--- src/rtl/ctrl_barrier_arbiter_if.sv ---
// ctrl_barrier_arbiter_if
//   Handshake bundle between the ingress taps / requesters and the barrier release arbiter.
//   Signals:
//     s_inc        per-port event-entered pulse
//     m_req        per-port release request (level)
//     m_gnt        one-hot grant pulse from the arbiter
//     m_gnt_id     index of the granted port, valid with |m_gnt
//     err_overflow sticky flag: an event was dropped at the serial-number window limit
//   Modports: master = requester side, slave = arbiter side.
interface ctrl_barrier_arbiter_if #(
    parameter int unsigned PORT_COUNT = 2
);
    localparam int unsigned ID_W = (PORT_COUNT > 1) ? $clog2(PORT_COUNT) : 1;

    logic [PORT_COUNT-1:0] s_inc;
    logic [PORT_COUNT-1:0] m_req;
    logic [PORT_COUNT-1:0] m_gnt;
    logic [ID_W-1:0]       m_gnt_id;
    logic                  err_overflow;

    modport master (
        output s_inc,
        output m_req,
        input  m_gnt,
        input  m_gnt_id,
        input  err_overflow
    );

    modport slave (
        input  s_inc,
        input  m_req,
        output m_gnt,
        output m_gnt_id,
        output err_overflow
    );
endinterface

--- src/rtl/ctrl_barrier_arbiter.sv ---
// ctrl_barrier_arbiter
//   Cross-port release arbiter for ctrl-barrier ordering. Counts events entering on each port
//   and grants a requesting port release of its next event only once every port has received
//   an event past that point. At most one grant every two cycles, round-robin among eligible
//   ports.
//   Ports:
//     clk   rising-edge clock
//     rst   asynchronous active-low reset
//     bus   ctrl_barrier_arbiter_if.slave (s_inc, m_req in; m_gnt, m_gnt_id, err_overflow out)
//   Optional build macro CTRL_BARRIER_ARB_STATS_EN adds:
//     stat_grants  total grants issued (wrapping)
//     stat_stall   cycles in arbitration with a request but nothing eligible (wrapping)
module ctrl_barrier_arbiter #(
    parameter int unsigned PORT_COUNT = 2,
    parameter int unsigned CNT_W      = 16
) (
    input  logic                   clk,
    input  logic                   rst,
    ctrl_barrier_arbiter_if.slave  bus
`ifdef CTRL_BARRIER_ARB_STATS_EN
    ,
    output logic [31:0]            stat_grants,
    output logic [31:0]            stat_stall
`endif
);
    localparam int unsigned ID_W = (PORT_COUNT > 1) ? $clog2(PORT_COUNT) : 1;
    // Serial-number window: largest forward distance treated as "ahead".
    localparam logic [CNT_W-1:0] LIMIT = {1'b0, {(CNT_W-1){1'b1}}};

    typedef enum logic [0:0] {StArb, StGnt} state_e;

    state_e                state_q, state_d;
    logic [CNT_W-1:0]      in_cnt_q  [PORT_COUNT];
    logic [CNT_W-1:0]      in_cnt_d  [PORT_COUNT];
    logic [CNT_W-1:0]      out_cnt_q [PORT_COUNT];
    logic [CNT_W-1:0]      out_cnt_d [PORT_COUNT];
    logic [ID_W-1:0]       rr_q, rr_d;
    logic [PORT_COUNT-1:0] gnt_q, gnt_d;
    logic [ID_W-1:0]       gnt_id_q, gnt_id_d;
    logic                  err_q, err_d;

    logic [PORT_COUNT-1:0] elig;
    logic [PORT_COUNT-1:0] drop;
    logic                  pick_found;
    logic [ID_W-1:0]       pick_idx;
    int unsigned           pos;
    int unsigned           best_pos;

    function automatic logic [CNT_W-1:0] serial_dist(logic [CNT_W-1:0] a, logic [CNT_W-1:0] b);
        return a - b;
    endfunction

    // Port i may release once every port has an event strictly past out_cnt[i], within the
    // window. An increment on port i is dropped if it would push i beyond the window of any
    // port's release point.
    always_comb begin
        elig = '0;
        drop = '0;
        for (int i = 0; i < PORT_COUNT; i++) begin
            elig[i] = bus.m_req[i];
            for (int j = 0; j < PORT_COUNT; j++) begin
                if (serial_dist(in_cnt_q[j], out_cnt_q[i]) == '0 ||
                    serial_dist(in_cnt_q[j], out_cnt_q[i]) > LIMIT) begin
                    elig[i] = 1'b0;
                end
                if (serial_dist(in_cnt_q[i], out_cnt_q[j]) == LIMIT) begin
                    drop[i] = 1'b1;
                end
            end
        end
    end

    // Round-robin pick: smallest rotational distance from rr_q wins.
    always_comb begin
        pick_found = 1'b0;
        pick_idx   = '0;
        pos        = 0;
        best_pos   = PORT_COUNT;
        for (int unsigned i = 0; i < PORT_COUNT; i++) begin
            pos = (i + PORT_COUNT - 32'(rr_q)) % PORT_COUNT;
            if (elig[i] && pos < best_pos) begin
                best_pos   = pos;
                pick_idx   = ID_W'(i);
                pick_found = 1'b1;
            end
        end
    end

    always_comb begin
        state_d  = state_q;
        gnt_d    = '0;
        gnt_id_d = gnt_id_q;
        rr_d     = rr_q;
        err_d    = err_q | (|(bus.s_inc & drop));
        for (int j = 0; j < PORT_COUNT; j++) begin
            in_cnt_d[j]  = (bus.s_inc[j] && !drop[j]) ? in_cnt_q[j] + 1'b1 : in_cnt_q[j];
            out_cnt_d[j] = out_cnt_q[j];
        end
        unique case (state_q)
            StArb: begin
                if (pick_found) begin
                    gnt_d               = PORT_COUNT'(1) << pick_idx;
                    gnt_id_d            = pick_idx;
                    out_cnt_d[pick_idx] = out_cnt_q[pick_idx] + 1'b1;
                    rr_d                = (pick_idx == ID_W'(PORT_COUNT - 1)) ? '0
                                                                              : pick_idx + 1'b1;
                    state_d             = StGnt;
                end
            end
            StGnt: begin
                state_d = StArb;
            end
        endcase
    end

    always_ff @(posedge clk or negedge rst) begin
        if (!rst) begin
            state_q  <= StArb;
            rr_q     <= '0;
            gnt_q    <= '0;
            gnt_id_q <= '0;
            err_q    <= 1'b0;
            for (int j = 0; j < PORT_COUNT; j++) begin
                in_cnt_q[j]  <= '0;
                out_cnt_q[j] <= '0;
            end
        end else begin
            state_q  <= state_d;
            rr_q     <= rr_d;
            gnt_q    <= gnt_d;
            gnt_id_q <= gnt_id_d;
            err_q    <= err_d;
            for (int j = 0; j < PORT_COUNT; j++) begin
                in_cnt_q[j]  <= in_cnt_d[j];
                out_cnt_q[j] <= out_cnt_d[j];
            end
        end
    end

    assign bus.m_gnt        = gnt_q;
    assign bus.m_gnt_id     = gnt_id_q;
    assign bus.err_overflow = err_q;

`ifdef CTRL_BARRIER_ARB_STATS_EN
    logic [31:0] stat_grants_q;
    logic [31:0] stat_stall_q;

    always_ff @(posedge clk or negedge rst) begin
        if (!rst) begin
            stat_grants_q <= '0;
            stat_stall_q  <= '0;
        end else begin
            if (state_q == StArb && pick_found) begin
                stat_grants_q <= stat_grants_q + 32'd1;
            end
            if (state_q == StArb && (|bus.m_req) && !(|elig)) begin
                stat_stall_q <= stat_stall_q + 32'd1;
            end
        end
    end

    assign stat_grants = stat_grants_q;
    assign stat_stall  = stat_stall_q;
`endif
endmodule

--- src/flat_wrapper.sv ---
// flat-port wrapper written by rule: the top's interface ports become plain ports
module ctrl_barrier_arbiter_flat 
#(
    parameter int unsigned PORT_COUNT = 2,
    parameter int unsigned CNT_W      = 16
)
  (clk, rst, bus_s_inc, bus_m_req, bus_m_gnt, bus_m_gnt_id, bus_err_overflow);
  ctrl_barrier_arbiter_if #(.PORT_COUNT(PORT_COUNT)) bus_i ();
  input  logic clk;
  input  logic rst;
  input wire logic [$bits(bus_i.s_inc)-1:0] bus_s_inc;
  input wire logic [$bits(bus_i.m_req)-1:0] bus_m_req;
  output wire logic [$bits(bus_i.m_gnt)-1:0] bus_m_gnt;
  output wire logic [$bits(bus_i.m_gnt_id)-1:0] bus_m_gnt_id;
  output wire logic [$bits(bus_i.err_overflow)-1:0] bus_err_overflow;
  assign bus_i.s_inc = bus_s_inc;
  assign bus_i.m_req = bus_m_req;
  assign bus_m_gnt = bus_i.m_gnt;
  assign bus_m_gnt_id = bus_i.m_gnt_id;
  assign bus_err_overflow = bus_i.err_overflow;
  ctrl_barrier_arbiter #(.PORT_COUNT(PORT_COUNT), .CNT_W(CNT_W)) u_core (.clk(clk), .rst(rst), .bus(bus_i));
endmodule
--- config.mk ---
export PLATFORM = sky130hd
export DESIGN_NAME = ctrl_barrier_arbiter_flat
export DESIGN_NICKNAME = d
export VERILOG_FILES = /design/src/rtl/ctrl_barrier_arbiter_if.sv /design/src/rtl/ctrl_barrier_arbiter.sv /design/src/flat_wrapper.sv
export SDC_FILE = /design/constraint.sdc
export NUM_CORES = 1
export LEC_CHECK = 0
export BUFFER_PORTS_ARGS = -buffer_cell sky130_fd_sc_hd__buf_2
export CAP_MARGIN = 20
export CELL_PAD_IN_SITES_DETAIL_PLACEMENT = 1
export CELL_PAD_IN_SITES_GLOBAL_PLACEMENT = 1
export CORE_ASPECT_RATIO = 1.1
export CORE_MARGIN = 2
export CORE_UTILIZATION = 40
export CTS_CLUSTER_SIZE = 24
export DETAILED_ROUTE_END_ITERATION = 10
export PLACE_DENSITY_LB_ADDON = 0.3
export SYNTH_ARGS = -nofsm -noshare
export SYNTH_HDL_FRONTEND = slang
export SYNTH_SLANG_ARGS = --single-unit
export TNS_END_PERCENT = 30
--- constraint.sdc ---
create_clock -name clk -period 8.9 [get_ports clk]
set_input_delay 0.89 -clock clk [delete_from_list [all_inputs] [get_ports clk]]
set_output_delay 0.89 -clock clk [all_outputs]
set_load 0.01 [all_outputs]
==> summary.md <==
| Metric | Value |
|---|---|
| Status | `complete, no violations` |
| Power share of the combinational group | `63.1%` |
| WS Path Type | `reg -> reg` |
| Antenna Nets Post-Route | `0` |
| Cell row count | `51` |
| Area Overhead vs Synth | `7.31%` |
| # port buffers | `9` |
| Grt met2 use | `40.2%` |
| Post-Syn Area | `7200 um^2` |
| Final clock skew | `0.00871 ns` |
| Htree depth | `3` |
| Internal Power | `0.00129 W` |
| CTS tree | `yes` |
| Worst path max stage delay | `0.62 ns` |
| Final cycle utilization of the critical path | `59.3%` |
| First-pass GRT wire length | `34700 um` |
| Global Route Usage Sum | `23.3%` |
| Grt met3 use | `3.83%` |
| # Max-Cap Violations | `0` |
| Async SR Flop Fraction | `100%` |
| Clock latency on the worst-skew pair | `0.35 ns` |
| Worst rel slew slack | `33.9%` |
| Setup bufs post-CTS | `0` |
| RSZ-0062 raised after global routing | `false` |
| Setup TNS | `0 ns` |
| Ys Warns | `0` |
| Top cell type by total area after synthesis | `dfrtp_1` |
| Peak VDD IR | `0.201 mV` |
| Flops & latches, synth | `70` |
| Fin cells | `1113` |
| Share of layout cells above drive strength 1 | `5.60%` |
| Initial DRC count | `278` |
| Largest net degree at the start of global routing | `71` |
| Worst EP arrival | `5.50 ns` |
| Cts bufs inserted | `9` |
| WHS | `0.474 ns` |
| EDFF count, synth | `0` |
| Total power | `0.00255 W` |
| Clock buffer depth | `2` |
| Placed Cells | `1097` |
| Initial antenna violation count | `0` |
| Routed vias | `6411` |
| Die ar. | `19100 um^2` |
| Synth top cells by count | `79 x nand2_1, 70 x dfrtp_1, 64 x ha_1, 64 x xnor2_1` |
| Core Area | `17700 um^2` |
| Min Tclk post-route | `5.28 ns` |
| Static leakage | `3.26 nW` |
| Wire per inst | `19.2 um` |
| Highest-delay cell along the critical path | `a2111oi_0` |
| Final HPWL from detailed placement | `17400 um` |
| Clk pwr share | `15.5%` |
| Worst-path maximum fanout | `13` |
| Ant. Diodes | `0` |
| Vias in the first global route | `6573` |
| Initial core utilization | `40.8%` |
| Post-cts resize count | `0` |
| Synth cell types | `82` |
| Worst-margin pin slew | `0.989 ns` |
| R2r setup slk | `3.62 ns` |
| Most frequent cell after synthesis | `nand2_1` |
| Die Span Y | `145 um` |
| Required time worst endpoint | `9.12 ns` |
| Synth Net Count | `945` |
| Layout Utilization | `43.7%` |
| Multi-input logic area | `5110 um^2` |
| Mean Syn Cell Area | `8.27 um^2` |
| Net Sw Frac | `49.4%` |
| Hold WC Path Type | `reg -> reg` |
| F_max | `0.190 GHz` |
| Drt pass-1 iters | `4` |
| Overflow after GRT | `0` |
| Max-slew violation count | `0` |
| Final count of hold timing violations | `0` |
| Worst-path clk slew | `0.06 ns` |
| Sequential power share | `21.3%` |
| Seq/Total Area, Yosys | `24.3%` |
| M1 GR Usage | `30.0%` |
| Net Switching | `0.00126 W` |
| # hold bufs at CTS | `0` |
| Root Buffer | `clkbuf_16` |
| CTS Sinks | `70` |
| PD cells | `330 nW/um^2` |
| Fillers | `2170` |
| DR vias/cell | `5.76` |
| Register area | `1750 um^2` |
| I/O pin total | `10` |
| Top Usage Layer GRT | `met2` |
| Die width | `132 um` |
| CP Capture Type | `flip-flop` |
| Synth top area share | `24.3%` |
| Worst path cell trace | `inv_1 > ha_1 > nand4_1 > nor2_1 > a2111oi_0 > o31a_1 > o311ai_0 > xnor2_1 > o2111ai_1 > nor2_2 > nand2_2 > mux2_2 > ha_1 > inv_1 > nor4_4 > nand3_1 > xnor2_1` |
| Ys flop type | `dfrtp_1` |
| Leading post-synthesis cells by cell area | `dfrtp_1 24%, ha_1 11%, xnor2_1 7.8%, xor2_1 4.4%, nand2_1 4.1%` |
| Post-Route WL | `21400 um` |
| Placer congestion estimate | `0.857` |
| Drt drc | `0` |
| Crit path launch type | `flip-flop` |
| Nets@finish | `944` |
| Mapped Cells | `871` |
| Setup-failing EPs final | `0` |
## kinds of logic after synthesis
| group | share of synthesized area, % |
|---|---|
| AO/OA/AOI/OAI | 19.7 |
| adder cells (fa/ha/maj) | 12.2 |
| flip-flops | 24.3 |
| XOR/XNOR | 12.4 |
| buffers and inverters | 4.69 |
| multiplexers | 1.32 |
| AND/OR/NAND/NOR | 25.4 |
## power by group through the flow
stage	clock, W	sequential (W)	combinational [W]
global placement	0	0.000547	0.00158
global route	0.000417	0.000557	0.00180
CTS	0.000404	0.000544	0.00161
detailed placement	0	0.000548	0.00160
finish	0.000397	0.000544	0.00161
floorplan	0	0.000485	0.00129
## critical path, delay by kind of cell, from the launching register on
kind            cells  cell delay, ns
fa+ha+maj           2            0.59
simple gates        6            1.62
buf+inv             2            0.29
xor+xnor            2            0.48
mux                 1            0.30
compound gates      4            1.38
flops               1            0.47
## area by class of cell
cell class / count / share of cell area (%)
clock inverters: 4 / 0.906
repair buffers: 9 / 0.615
well taps: 238 / 3.85
inverters: 54 / 2.62
clock buffers: 12 / 3.19
flip-flops and latches: 70 / 22.7
multi-input cells: 726 / 66.2
## layer usage
layer	wire [um]	up-vias
met4	494	0
met1	10000	3137
met5	0	-
met2	10300	58
met3	566	25
li1	-	3191
## metrics by stage
| stage | cell area, um^2 | setup slack, ns |
|---|---|---|
| after CTS | 7730 | 3.64 |
| after detailed placement | 7410 | 3.62 |
| after global routing | 7730 | 3.20 |
| after floorplan | 7200 | 4.62 |
| after global placement | 7410 | 3.73 |
| final | 7730 | 3.62 |
## registers in the layout, summed over array words and instances, names as in the netlist
signal	flops
u_core.bus.err_overflow	1
u_core.bus.m_gnt	2
u_core.rr_q	1
u_core.state_q	1
u_core.bus.m_gnt_id	1
u_core.out_cnt_q	32
u_core.in_cnt_q	32
## cells in the final DEF, fill, tap and decap left out, types with 6 or more instances in the layout
cell type,Yosys,layout
a211oi_1,11,11
a21boi_0,9,9
a21o_1,18,18
a21oi_1,54,54
and2_1,8,8
and3_1,10,10
buf_2,4,8
clkbuf_16,0,9
dfrtp_1,70,70
ha_1,64,64
inv_1,54,54
nand2_1,79,79
nand2b_1,12,12
nand3_1,43,43
nand3b_1,6,6
nand4_1,23,23
nor2_1,50,50
nor2b_1,16,16
nor3_1,34,34
nor4_1,19,19
o211ai_1,11,11
o21a_1,8,8
o21ai_0,33,33
or3_1,8,8
or4_1,8,8
xnor2_1,64,64
xor2_1,36,36
## worst paths after layout
| check | depth (start not counted) | from | end |
|---|---|---|---|
| hold / removal | 1 | u_core.out_cnt_q[28] | u_core.out_cnt_q[28] |
| hold reg to reg | 1 | u_core.out_cnt_q[28] | u_core.out_cnt_q[28] |
| setup reg to reg | 17 | u_core.out_cnt_q[7] | u_core.out_cnt_q[8] |
| max in group asynchronous | 1 | rst | u_core.in_cnt_q[8] |
| setup / recovery | 17 | u_core.out_cnt_q[7] | u_core.out_cnt_q[8] |
| min in group asynchronous | 1 | rst | u_core.in_cnt_q[26] |
(Power assumes the default switching activity.)
